===== config.mk =====
export PLATFORM = sky130hd
export DESIGN_NAME = jk_cmd_arbiter
export DESIGN_NICKNAME = d
export VERILOG_FILES = /design/src/rtl/jk_cmd_arbiter.sv
export SDC_FILE = /design/constraint.sdc
export NUM_CORES = 1
export LEC_CHECK = 0
export CORE_MARGIN = 2
export CORE_UTILIZATION = 39
export CTS_CLUSTER_DIAMETER = 120
export CTS_CLUSTER_SIZE = 24
export DETAILED_ROUTE_END_ITERATION = 8
export PLACE_DENSITY_LB_ADDON = 0.3
export SETUP_SLACK_MARGIN = 0.2
export SLEW_MARGIN = 20
export SYNTH_ARGS = -nofsm -noshare
export SYNTH_HDL_FRONTEND = slang
export SYNTH_SLANG_ARGS = --single-unit

===== constraint.sdc =====
create_clock -name clk -period 1.65 [get_ports clk]
set_input_delay 0.2475 -clock clk [delete_from_list [all_inputs] [get_ports clk]]
set_output_delay 0.2475 -clock clk [all_outputs]
set_load 0.01 [all_outputs]

===== src/rtl/jk_cmd_arbiter.sv =====
// Round-robin arbiter that sequences JK commands from NREQ requesters onto one shared
// JK flip-flop bank, then verifies the bank's Q feedback against the predicted result.
module jk_cmd_arbiter #(
  parameter int unsigned NREQ  = 4,
  parameter int unsigned WIDTH = 8
) (
  input  logic                    clk,
  input  logic                    rst,
  input  logic [NREQ-1:0]         req,
  input  logic [2*NREQ-1:0]       cmd,
  input  logic [WIDTH*NREQ-1:0]   mask,
  input  logic [WIDTH-1:0]        q_fb,
  output logic [WIDTH-1:0]        j_out,
  output logic [WIDTH-1:0]        k_out,
  output logic                    jk_en,
  output logic [NREQ-1:0]         gnt,
  output logic [NREQ-1:0]         done,
  output logic                    err,
  output logic                    busy
);

  localparam int unsigned PW = $clog2(NREQ);

  typedef enum logic [1:0] {StIdle, StDrive, StCheck} state_e;

  state_e           state_q, state_d;
  logic [PW-1:0]    ptr_q, ptr_d;
  logic [PW-1:0]    win_q, win_d;
  logic [NREQ-1:0]  gnt_q, gnt_d;
  logic [1:0]       cmd_q, cmd_d;
  logic [WIDTH-1:0] mask_q, mask_d;
  logic [WIDTH-1:0] snap_q, snap_d;
  logic [WIDTH-1:0] exp_q, exp_d;
  logic [WIDTH-1:0] cmd_val;

  logic             found;
  logic [PW-1:0]    win_sel;
  logic [PW-1:0]    idx;

  // First requester at or after ptr_q, wrapping upward.
  always_comb begin
    found   = 1'b0;
    win_sel = '0;
    idx     = '0;
    for (int unsigned k = 0; k < NREQ; k++) begin
      idx = PW'((32'(ptr_q) + k) % NREQ);
      if (!found && req[idx]) begin
        found   = 1'b1;
        win_sel = idx;
      end
    end
  end

  always_ff @(posedge clk) begin
    if (!rst) begin
      state_q <= StIdle;
      ptr_q   <= '0;
      win_q   <= '0;
      gnt_q   <= '0;
      cmd_q   <= '0;
      mask_q  <= '0;
      snap_q  <= '0;
      exp_q   <= '0;
    end else begin
      state_q <= state_d;
      ptr_q   <= ptr_d;
      win_q   <= win_d;
      gnt_q   <= gnt_d;
      cmd_q   <= cmd_d;
      mask_q  <= mask_d;
      snap_q  <= snap_d;
      exp_q   <= exp_d;
    end
  end

  always_comb begin
    unique case (cmd_q)
      2'b00:   cmd_val = snap_q;
      2'b01:   cmd_val = '0;
      2'b10:   cmd_val = '1;
      default: cmd_val = ~snap_q;
    endcase
  end

  always_comb begin
    state_d = state_q;
    ptr_d   = ptr_q;
    win_d   = win_q;
    gnt_d   = gnt_q;
    cmd_d   = cmd_q;
    mask_d  = mask_q;
    snap_d  = snap_q;
    exp_d   = exp_q;
    unique case (state_q)
      StIdle: begin
        if (found) begin
          win_d   = win_sel;
          gnt_d   = {{(NREQ-1){1'b0}}, 1'b1} << win_sel;
          cmd_d   = cmd[32'(win_sel)*2 +: 2];
          mask_d  = mask[32'(win_sel)*WIDTH +: WIDTH];
          snap_d  = q_fb;
          state_d = StDrive;
        end
      end
      StDrive: begin
        exp_d   = (snap_q & ~mask_q) | (cmd_val & mask_q);
        state_d = StCheck;
      end
      StCheck: begin
        ptr_d   = (win_q == PW'(NREQ - 1)) ? '0 : win_q + 1'b1;
        gnt_d   = '0;
        state_d = StIdle;
      end
      default: state_d = StIdle;
    endcase
  end

  // Enable is gated by reset so an abort in DRIVE never reaches the bank.
  always_comb begin
    busy  = (state_q != StIdle);
    jk_en = (state_q == StDrive) && rst;
    j_out = jk_en ? (mask_q & {WIDTH{cmd_q[1]}}) : '0;
    k_out = jk_en ? (mask_q & {WIDTH{cmd_q[0]}}) : '0;
    gnt   = gnt_q;
    done  = (state_q == StCheck) ? gnt_q : '0;
    err   = (state_q == StCheck) && (q_fb != exp_q);
  end

endmodule

After elaboration in Yosys (flattened, before gate mapping)
Index checks and enable logic that the tools add are counted.
{"block": "totals", "register_bits": 36, "latchBits": 0, "mem_bits_rw": 0, "mem_bits_ro": 0, "in_bits": 54, "out_inout_bits": 27, "elab_cells": 72, "mem_count": 0}
{"block": "classes", "addsub": 4, "n_mul": 0, "div": 0, "order_cmp": 4, "n_eq_ne": 7, "shift": 3, "mux": 25, "bitwise_logic": 7, "reduce_logical": 14}
{"op": "$and A8 B8 Y8", "count": 4}
{"op": "$shiftx A32 B6 Y8", "count": 1}
{"op": "$pmux W8 S3", "count": 1}
{"op": "$mux W8", "count": 2}
{"op": "$not A8 Y8", "count": 2}
{"op": "$lt A2 B3 Y1 const B", "count": 4}
{"op": "$mux W2", "count": 6}
{"op": "$bmux W1 S2", "count": 4}
{"op": "$mux W1", "count": 8}
{"op": "$mux W4", "count": 2}
{"op": "$ne A8 B8 Y1", "count": 1}
{"op": "$or A8 B8 Y8", "count": 1}
{"op": "$pmux W4 S2", "count": 1}
{"op": "$shiftx A8 B4 Y2", "count": 1}
{"op": "$eq A2 B2 Y1 const B", "count": 3}
{"op": "$logic_and A1 B1 Y1", "count": 5}
{"op": "$add A2 B1 Y2 const B", "count": 2}
{"op": "$add A2 B2 Y2 const B", "count": 2}
{"op": "$eq A2 B1 Y1 const B", "count": 2}
{"op": "$logic_not A2 Y1", "count": 2}
{"op": "$pmux W2 S2", "count": 1}
{"op": "$reduce_and A2 Y1", "count": 2}
{"op": "$reduce_bool A2 Y1", "count": 2}
{"op": "$shl A1 B2 Y4 const A", "count": 1}
{"op": "other kinds (2)", "count": 4}

Logic depth before layout (Yosys ltp)
Gate-level depths: netlist (run 1).
{"block": "logic_depth", "word_depth": 15, "depth_mapped": 7, "mapped_depth_nobuf": 5}

Worst setup path before layout (run 1)
Ideal clock, no wire load.
{"block": "synth_path", "kind": "reg2reg", "start": "register ptr_q[1]", "end": "register cmd_q[0]", "setup_time_ns": 0.130, "t_arrival_ns": 1.681, "required_ns": 1.520, "slack_ns": -0.161, "stages_incl_launch_ff": 6, "n_path_buf": 1, "period_less_slack_ns": 1.811, "cell_sequence": "dfxtp_1 > mux2_4 > a221oi_4 > buf_4 > mux2i_1 > a221oi_2"}
{"block": "synth_between", "elab_chain_len": 13, "word_cells_on_any_way": 27, "cone_classes": "add/sub: 3; shift: 1; mux: 16; reduce/logical: 7"}
{"item": "from (decl)", "line": "27", "text": "logic [PW-1:0] ptr_q, ptr_d;"}
{"item": "from (signal assigned)", "line": "66", "text": "ptr_q <= ptr_d;"}
{"item": "parallel branches: the longest is 13 deep, another holds $add A2 B1 Y2"}
{"item": "to (signal assigned)", "line": "69", "text": "cmd_q <= cmd_d;"}
{"item": "to (decl)", "line": "30", "text": "logic [1:0] cmd_q, cmd_d;"}
Parallel ways; which one is timed is not known. The select of a mux whose other input is x is not followed.
A chain may end at the register's enable or synchronous reset.

Worst setup path in the final report (run 1)
{"block": "layout_path", "start": "input port req[0]", "end": "register cmd_q[1]"}
{"block": "layout_between", "elab_chain_len": 13, "word_cells_on_any_way": 24, "cone_classes": "shift: 1; mux: 16; reduce/logical: 7"}
{"item": "from (decl)", "line": "9", "text": "input logic [NREQ-1:0] req,"}
{"item": "$bmux W1 S2", "line": "47", "text": "if (!found && req[idx]) begin"}
{"item": "$mux W1 (implied by the code)", "line": "47"}
{"item": "$mux W1", "line": "47"}
{"item": "$logic_not A1 Y1", "line": "47"}
{"item": "$logic_and A1 B1 Y1", "line": "47"}
{"item": "$mux W1", "line": "47"}
{"item": "$logic_not A1 Y1", "line": "47"}
{"item": "$logic_and A1 B1 Y1", "line": "47"}
{"item": "$mux W1", "line": "47"}
{"item": "$logic_not A1 Y1", "line": "47"}
{"item": "$logic_and A1 B1 Y1", "line": "47"}
{"item": "$mux W2 or $mux W1 (tied branches)", "line": "47"}
{"item": "$shiftx A8 B4 Y2 or $reduce_and A2 Y1 (tied branches)"}
Several ways; a longest one is shown, not always the timed one. The select of a mux whose other input is x is not followed.

==> flow_metrics.tcl, run 1 <==
set metrics [dict create \
    drive_gt1_share_pct 43.2 \
    postRouteAntennaNets 0 \
    dpl_cell_area_um2 3010 \
    hold_viol_final 0 \
    worstHoldPathType "in2reg" \
    path_cells "dlygate4sd2_1, buf_4, mux2_4, a221oi_4, buf_6, buf_12, buf_16, mux2i_4, a221oi_2" \
    worstPathArrival_ns 2.00 \
    htreeDepth 2 \
    place_congestion 0.801 \
    nFillCells 354 \
    grt_max_degree 27 \
    yosysTopAreaCell "dfxtp_1" \
    drc 0 \
    n_antenna_cell 0 \
    maxSlewHeadroom_pct 75.4 \
    syn-num-nets 284 \
    cts.sinks 36 \
    pin_count 81 \
    p_leak_uw 0.00159 \
    worst_pin_slew_ns 0.369 \
    synth_top_cell_area_share_pct 36.2 \
    grt_first_pass_wirelength_um 10100 \
    path_class "in2reg" \
    rsz0062_at_grt "true" \
    synthesis.area_um2 1990 \
    final_max_slew_viol_count 0 \
    ir_drop_v 0.000468 \
    ys_ff_latch 36 \
    syn_inst 229 \
    cts_inserted_buffers 5 \
    antenna_found_initial 0 \
    hold_depth 3 \
    worstRegToRegCells 7 \
    wl_um 7420 \
    utilization_pct 75.7 \
    root_buffer "clkbuf_8" \
    dp_hpwl_um 4300 \
    ys_warn_count 0 \
    fin_crit_sh_pct 111 \
    power.density_nw_per_um2 693 \
    worstPathRequired_ns 1.82 \
    cp-start-kind "input pin" \
    cp_slowest_cell "a221oi_4" \
    synth_area_leaders "dfxtp_1 (36%), mux2i_1 (10%), a21oi_1 (8.0%)" \
    fin_setup_tns_ns -2.20 \
    area_growth_pct 90.4 \
    violations "negative setup slack" \
    seq_area_frac_synth_pct 36.2 \
    wire_per_inst_um 17.8 \
    r2r_start "ptr_q[1]" \
    min_period_ns 1.83 \
    grt_usage_pct 23.7 \
    die_h_um 75.5 \
    seqCellArea_um2 726 \
    cts_tree "done" \
    gr-total-overflow 0 \
    final_net_count 402 \
    fin_ws_ns -0.178 \
    multi_input_area_um2 1550 \
    skew_ns 0.00680 \
    setup_viol_count_final 24 \
    synth_cell_types 32 \
    total_power_uw 2630 \
    cap_violations 0 \
    syn_area_per_cell_um2 8.70 \
    avgViaCountPerCell 5.31 \
    end_kind "register" \
    hp-start "q_fb[1]" \
    slowest_delay_ns 0.29 \
    fin_area_um2 3790 \
    vias 2216 \
    fp.dieW_um 75.5 \
    clk_pin_slew_ns 0.07 \
    cp_max_fo 5 \
    drtIter0Drc 184 \
    grt_pass1_vias 2046 \
    clk_latency_ns 0.29 \
    clockBufferDepth 2 \
    rows 26 \
    clock.fmax_mhz 547 \
    die_area_um2 5690 \
    cp-startpoint "req[0]" \
    initial_core_util_pct 39.8 \
    core_um2 5010 \
    status "complete, but fails checks" \
    dr.pass1.iters 6 \
    io_buffers 80 \
]
-- metrics by stage --
step | instances | hold slack, ns | worst slack (ns)
after floorplan | 229 | 0.383 | -0.109
after global placement | 387 | 0.456 | -0.713
after detailed placement | 387 | 0.464 | -0.763
after CTS | 412 | 0.357 | -0.149
after global routing | 417 | 0.283 | -0.222
final | 417 | 0.268 | -0.178
-- cell families (layout without fill, tap and decap cells) --
group	Yosys count	after routing	synth area share (%)
AOI/OAI and AO/OA	66	66	24.9
xor gates and xnor gates	8	8	3.52
adders and majority gates	1	1	0.628
buffers and inverters	20	138	4.58
DFF	36	36	36.2
muxes	21	21	10.8
and+or+nand+nor	77	77	19.4
-- per-layer routing --
metal | global-route usage, % | vias up | wire, um
li1 | - | 1058 | -
met1 | 29.7 | 1070 | 2810
met2 | 41.2 | 76 | 4020
met3 | 5.29 | 12 | 444
met4 | 6.43 | 0 | 145
met5 | 0 | - | 0
-- where the power goes --
part | switching (uW) | leakage, uW | internal, uW | total [uW]
registers | 86.7 | 0.000298 | 951 | 1040
logic | 442 | 0.00125 | 556 | 998
clock network | 305 | 0.0000410 | 287 | 592
total | 833 | 0.00159 | 1790 | 2630
-- timing repair --
action,in CTS,in global routing
resized for setup,155,76
hold endpoints to repair,0,0
buffers inserted,16,5
hold buffers,0,0
pin swaps,19,7
setup endpoints to repair,47,57
cloned,2,0
-- critical path, delay by kind of cell --
family	cells	cell delay [ns]
buffers and inverters	5	0.83
multiplexers	2	0.53
AO/OA/AOI/OAI	2	0.38
-- layout make-up --
cell class / count / area share (%)
multi-input combinational: 173 / 40.8
timing repair buffer: 127 / 35.3
sequential: 36 / 19.1
tap: 70 / 2.31
clock buffer: 6 / 1.91
inverter: 4 / 0.396
clock inverter: 1 / 0.132
-- registers in the layout, summed over array words and instances, names as in the netlist --
signal / flops
cmd_q: 2
exp_q: 8
gnt: 4
mask_q: 8
ptr_q: 2
snap_q: 8
state_q: 2
win_q: 2
-- Yosys cell counts --
| library cell | number |
|---|---|
| a21oi_1 | 32 |
| a221oi_1 | 1 |
| a221oi_2 | 10 |
| a221oi_4 | 1 |
| a311oi_1 | 8 |
| a32oi_1 | 2 |
| and2_1 | 20 |
| and3_1 | 2 |
| buf_2 | 1 |
| buf_4 | 2 |
| buf_6 | 1 |
| clkbuf_1 | 12 |
| clkinv_1 | 1 |
| dfxtp_1 | 36 |
| ha_1 | 1 |
| inv_1 | 3 |
| mux2_4 | 1 |
| mux2i_1 | 20 |
| nand2_1 | 21 |
| nand2b_1 | 5 |
| nand3_1 | 2 |
| nor2_1 | 17 |
| nor2b_1 | 3 |
| nor3_1 | 1 |
| nor3_2 | 1 |
| nor4_1 | 3 |
| o21a_1 | 1 |
| o21ai_0 | 10 |
| o21ai_1 | 1 |
| or2_0 | 1 |
| or2_1 | 1 |
| xor2_1 | 8 |
-- path summary, 6_finish.rpt --
path	end	slack (ns)
setup / recovery	cmd_q[1]	-0.18
hold / removal	snap_q[1]	0.27
setup reg to reg	cmd_q[1]	-0.15
hold reg to reg	snap_q[4]	0.47
-- layout by cell type, fill, tap and decap left out, drive strengths merged, types with 8 or more instances in the layout --
cell type	count
and2	20
a221oi	12
mux2i	20
nand2	21
dlygate4sd2	10
clkdlybuf4s50	42
xor2	8
buf	70
a21oi	32
nor2	17
dfxtp	36
a311oi	8
o21ai	11
No activity file was read; power rests on OpenSTA's default activity.
==> run 2, diff against run 1 <==
--- a/config.mk
+++ b/config.mk
@@ -6,7 +6,7 @@
 export NUM_CORES = 1
 export LEC_CHECK = 0
 export CORE_MARGIN = 2
-export CORE_UTILIZATION = 39
+export CORE_UTILIZATION = 25
 export CTS_CLUSTER_DIAMETER = 120
 export CTS_CLUSTER_SIZE = 24
 export DETAILED_ROUTE_END_ITERATION = 8
==> run 2 against run 1 <==
Critical path depth unchanged. Clock-buffer cell count up 1. Largest power group unchanged. Worst hold slack better by 0.018 ns. Fmax up 0.44%. Wire length down 9.2%. The flow still finishes with violations (negative setup slack). Via count down 7.0%. Combinational power down 11%. Sequential share of layout area up 0.92 points. Final area down 4.4%. Clock power up 11%. Global-route usage down 8.3 points.
==> flow_metrics.tcl, run 2 (same netlist as run 1, synthesis figures left out) <==
set metrics [dict create \
    pin_count 81 \
    grt_usage_pct 15.4 \
    cts_inserted_buffers 5 \
    min_period_ns 1.82 \
    maxSlewHeadroom_pct 74.3 \
    reg2reg_to "mask_q[1]" \
    hp-start "q_fb[6]" \
    postRouteAntennaNets 0 \
    setup_viol_count_final 18 \
    use_met2_pct 26.9 \
    die_area_um2 8700 \
    multi_input_area_um2 1500 \
    violations "negative setup slack" \
    hold_depth 3 \
    io_buffers 80 \
    p_leak_uw 0.00145 \
    vias 2061 \
    dr.pass1.iters 4 \
    fin_setup_tns_ns -1.61 \
    grt-busiest-layer "met2" \
    fin_ws_ns -0.170 \
    final_max_slew_viol_count 0 \
    worstPathArrival_ns 1.99 \
    grt_pass1_vias 2126 \
    fin_crit_sh_pct 110 \
    place_ws_ns -0.590 \
    cap_violations 0 \
    ff2ff_setup_slack_ns -0.16 \
    path_class "in2reg" \
    drtIter0Drc 50 \
    status "complete, but fails checks" \
    fin_area_um2 3620 \
    wire_per_inst_um 15.4 \
    hold_viol_final 0 \
    antenna_found_initial 0 \
    wl_um 6740 \
    slowest_delay_ns 0.33 \
    grt_util_met3_pct 3.71 \
    place_congestion 0.764 \
    gr-usage-met1_pct 18.7 \
    root_buffer "clkbuf_8" \
    clock.fmax_mhz 550 \
    rows 32 \
    drive_gt1_share_pct 40.7 \
    htreeDepth 2 \
    seqCellArea_um2 727 \
    clk_latency_ns 0.29 \
    power.density_nw_per_um2 712 \
    worstHoldPathType "in2reg" \
    area_growth_pct 82.0 \
    core_um2 7730 \
    path_delay_family "buffers and inverters" \
    fp.dieW_um 93.3 \
    grt_max_degree 27 \
    avgViaCountPerCell 4.73 \
    whs_endpoint "snap_q[6]" \
    clockBufferDepth 2 \
    hold_buffers 0 \
    n_antenna_cell 0 \
    die_h_um 93.3 \
    worst_pin_slew_ns 0.383 \
    total_power_uw 2580 \
    rsz0062_at_grt "true" \
    gr-total-overflow 0 \
    cp_num_cells 9 \
    cp_max_fo 5 \
    clk_pin_slew_ns 0.07 \
    final_net_count 388 \
    drc 0 \
    ir_drop_v 0.000277 \
    top_regs "exp_q x8, mask_q x8, snap_q x8" \
    worstPathRequired_ns 1.82 \
    dp_hpwl_um 4560 \
    nFillCells 726 \
    stdcell_count 436 \
    cp_common_cell "buf_6" \
    cts_tree "done" \
    dpl_cell_area_um2 3040 \
    cp_slowest_cell "a221oi_4" \
    dp.cells 417 \
    end_kind "register" \
    skew_ns 0.00979 \
    worstRegToRegCells 7 \
    initial_core_util_pct 25.8 \
    cts.sinks 36 \
    final_cell_mix "clkdlybuf4s50_1 (42), dfxtp_1 (31), a21oi_1 (28), buf_6 (26), nand2_1 (19)" \
    r2r_start "ptr_q[1]" \
    path_cells "dlygate4sd2_1, buf_4, mux2_4, a221oi_4, buf_6, buf_6, buf_12, mux2i_4, a221oi_2" \
    cp-start-kind "input pin" \
    worst-path-buf-inv 5 \
    final_common_cell "clkdlybuf4s50_1" \
    grt_first_pass_wirelength_um 10500 \
]
==> run 2: cell count changes in the layout (fill, tap and decap cells not counted), sizes merged <==
cell          previous run  this run
buf                     70        56
clkbuf                   6         7
clkinv                   2         1
dlymetal6s2s             5         1
dlygate4sd2             10        14
clkinvlp                 0         1
==> run 2: timing repair <==
item | CTS | global route
setup buffers | 9 | 0
endpoints found under the setup margin | 51 | 46
cloned | 2 | 0
pin swaps | 24 | 7
resized for setup | 164 | 48
==> run 2: power breakdown <==
group / switching, uW / internal [uW] / total [uW] / leakage [uW]
clock network: 316 / 339 / 655 / 0.0000445
registers: 81.1 / 951 / 1030 / 0.000298
logic: 402 / 491 / 893 / 0.00111
==> run 2: metal layers <==
layer | share of wire [%] | up-vias | wire length [um]
met5 | 0 | - | 0
met4 | 0.96 | 0 | 65
met3 | 6.3 | 7 | 423
met2 | 50 | 65 | 3390
met1 | 42 | 965 | 2860
li1 | - | 1024 | -
==> run 2: per-stage QoR <==
stage	hold slack (ns)	utilization [%]
after floorplan	0.383	-
after detailed placement	0.464	39.4
after CTS	0.355	44.3
after global placement	0.456	39.3
after global routing	0.299	46.9
final	0.286	46.9
==> run 2: cell type report <==
cell class,count,share of cell area (%)
multi-input combinational,173,41.4
timing repair buffer,113,32.0
sequential,36,20.1
tap,102,3.52
clock buffer,7,2.38
inverter,4,0.414
clock inverter,1,0.207
==> run 2: worst max-delay path by stage <==
stage	to	start	slack [ns]
after global placement	gnt[2]	req[3]	-0.75
final	mask_q[1]	req[2]	-0.17
after detailed placement	mask_q[0]	req[2]	-0.59
after floorplan	cmd_q[0]	ptr_q[1]	-0.11
after CTS	mask_q[4]	ptr_q[1]	-0.17
after global routing	cmd_q[1]	ptr_q[1]	-0.22
==> run 2: worst min-delay path, stage by stage <==
cell            delay (ns)
dlymetal6s2s_1        0.16
nand2_1               0.07
a21oi_1               0.05
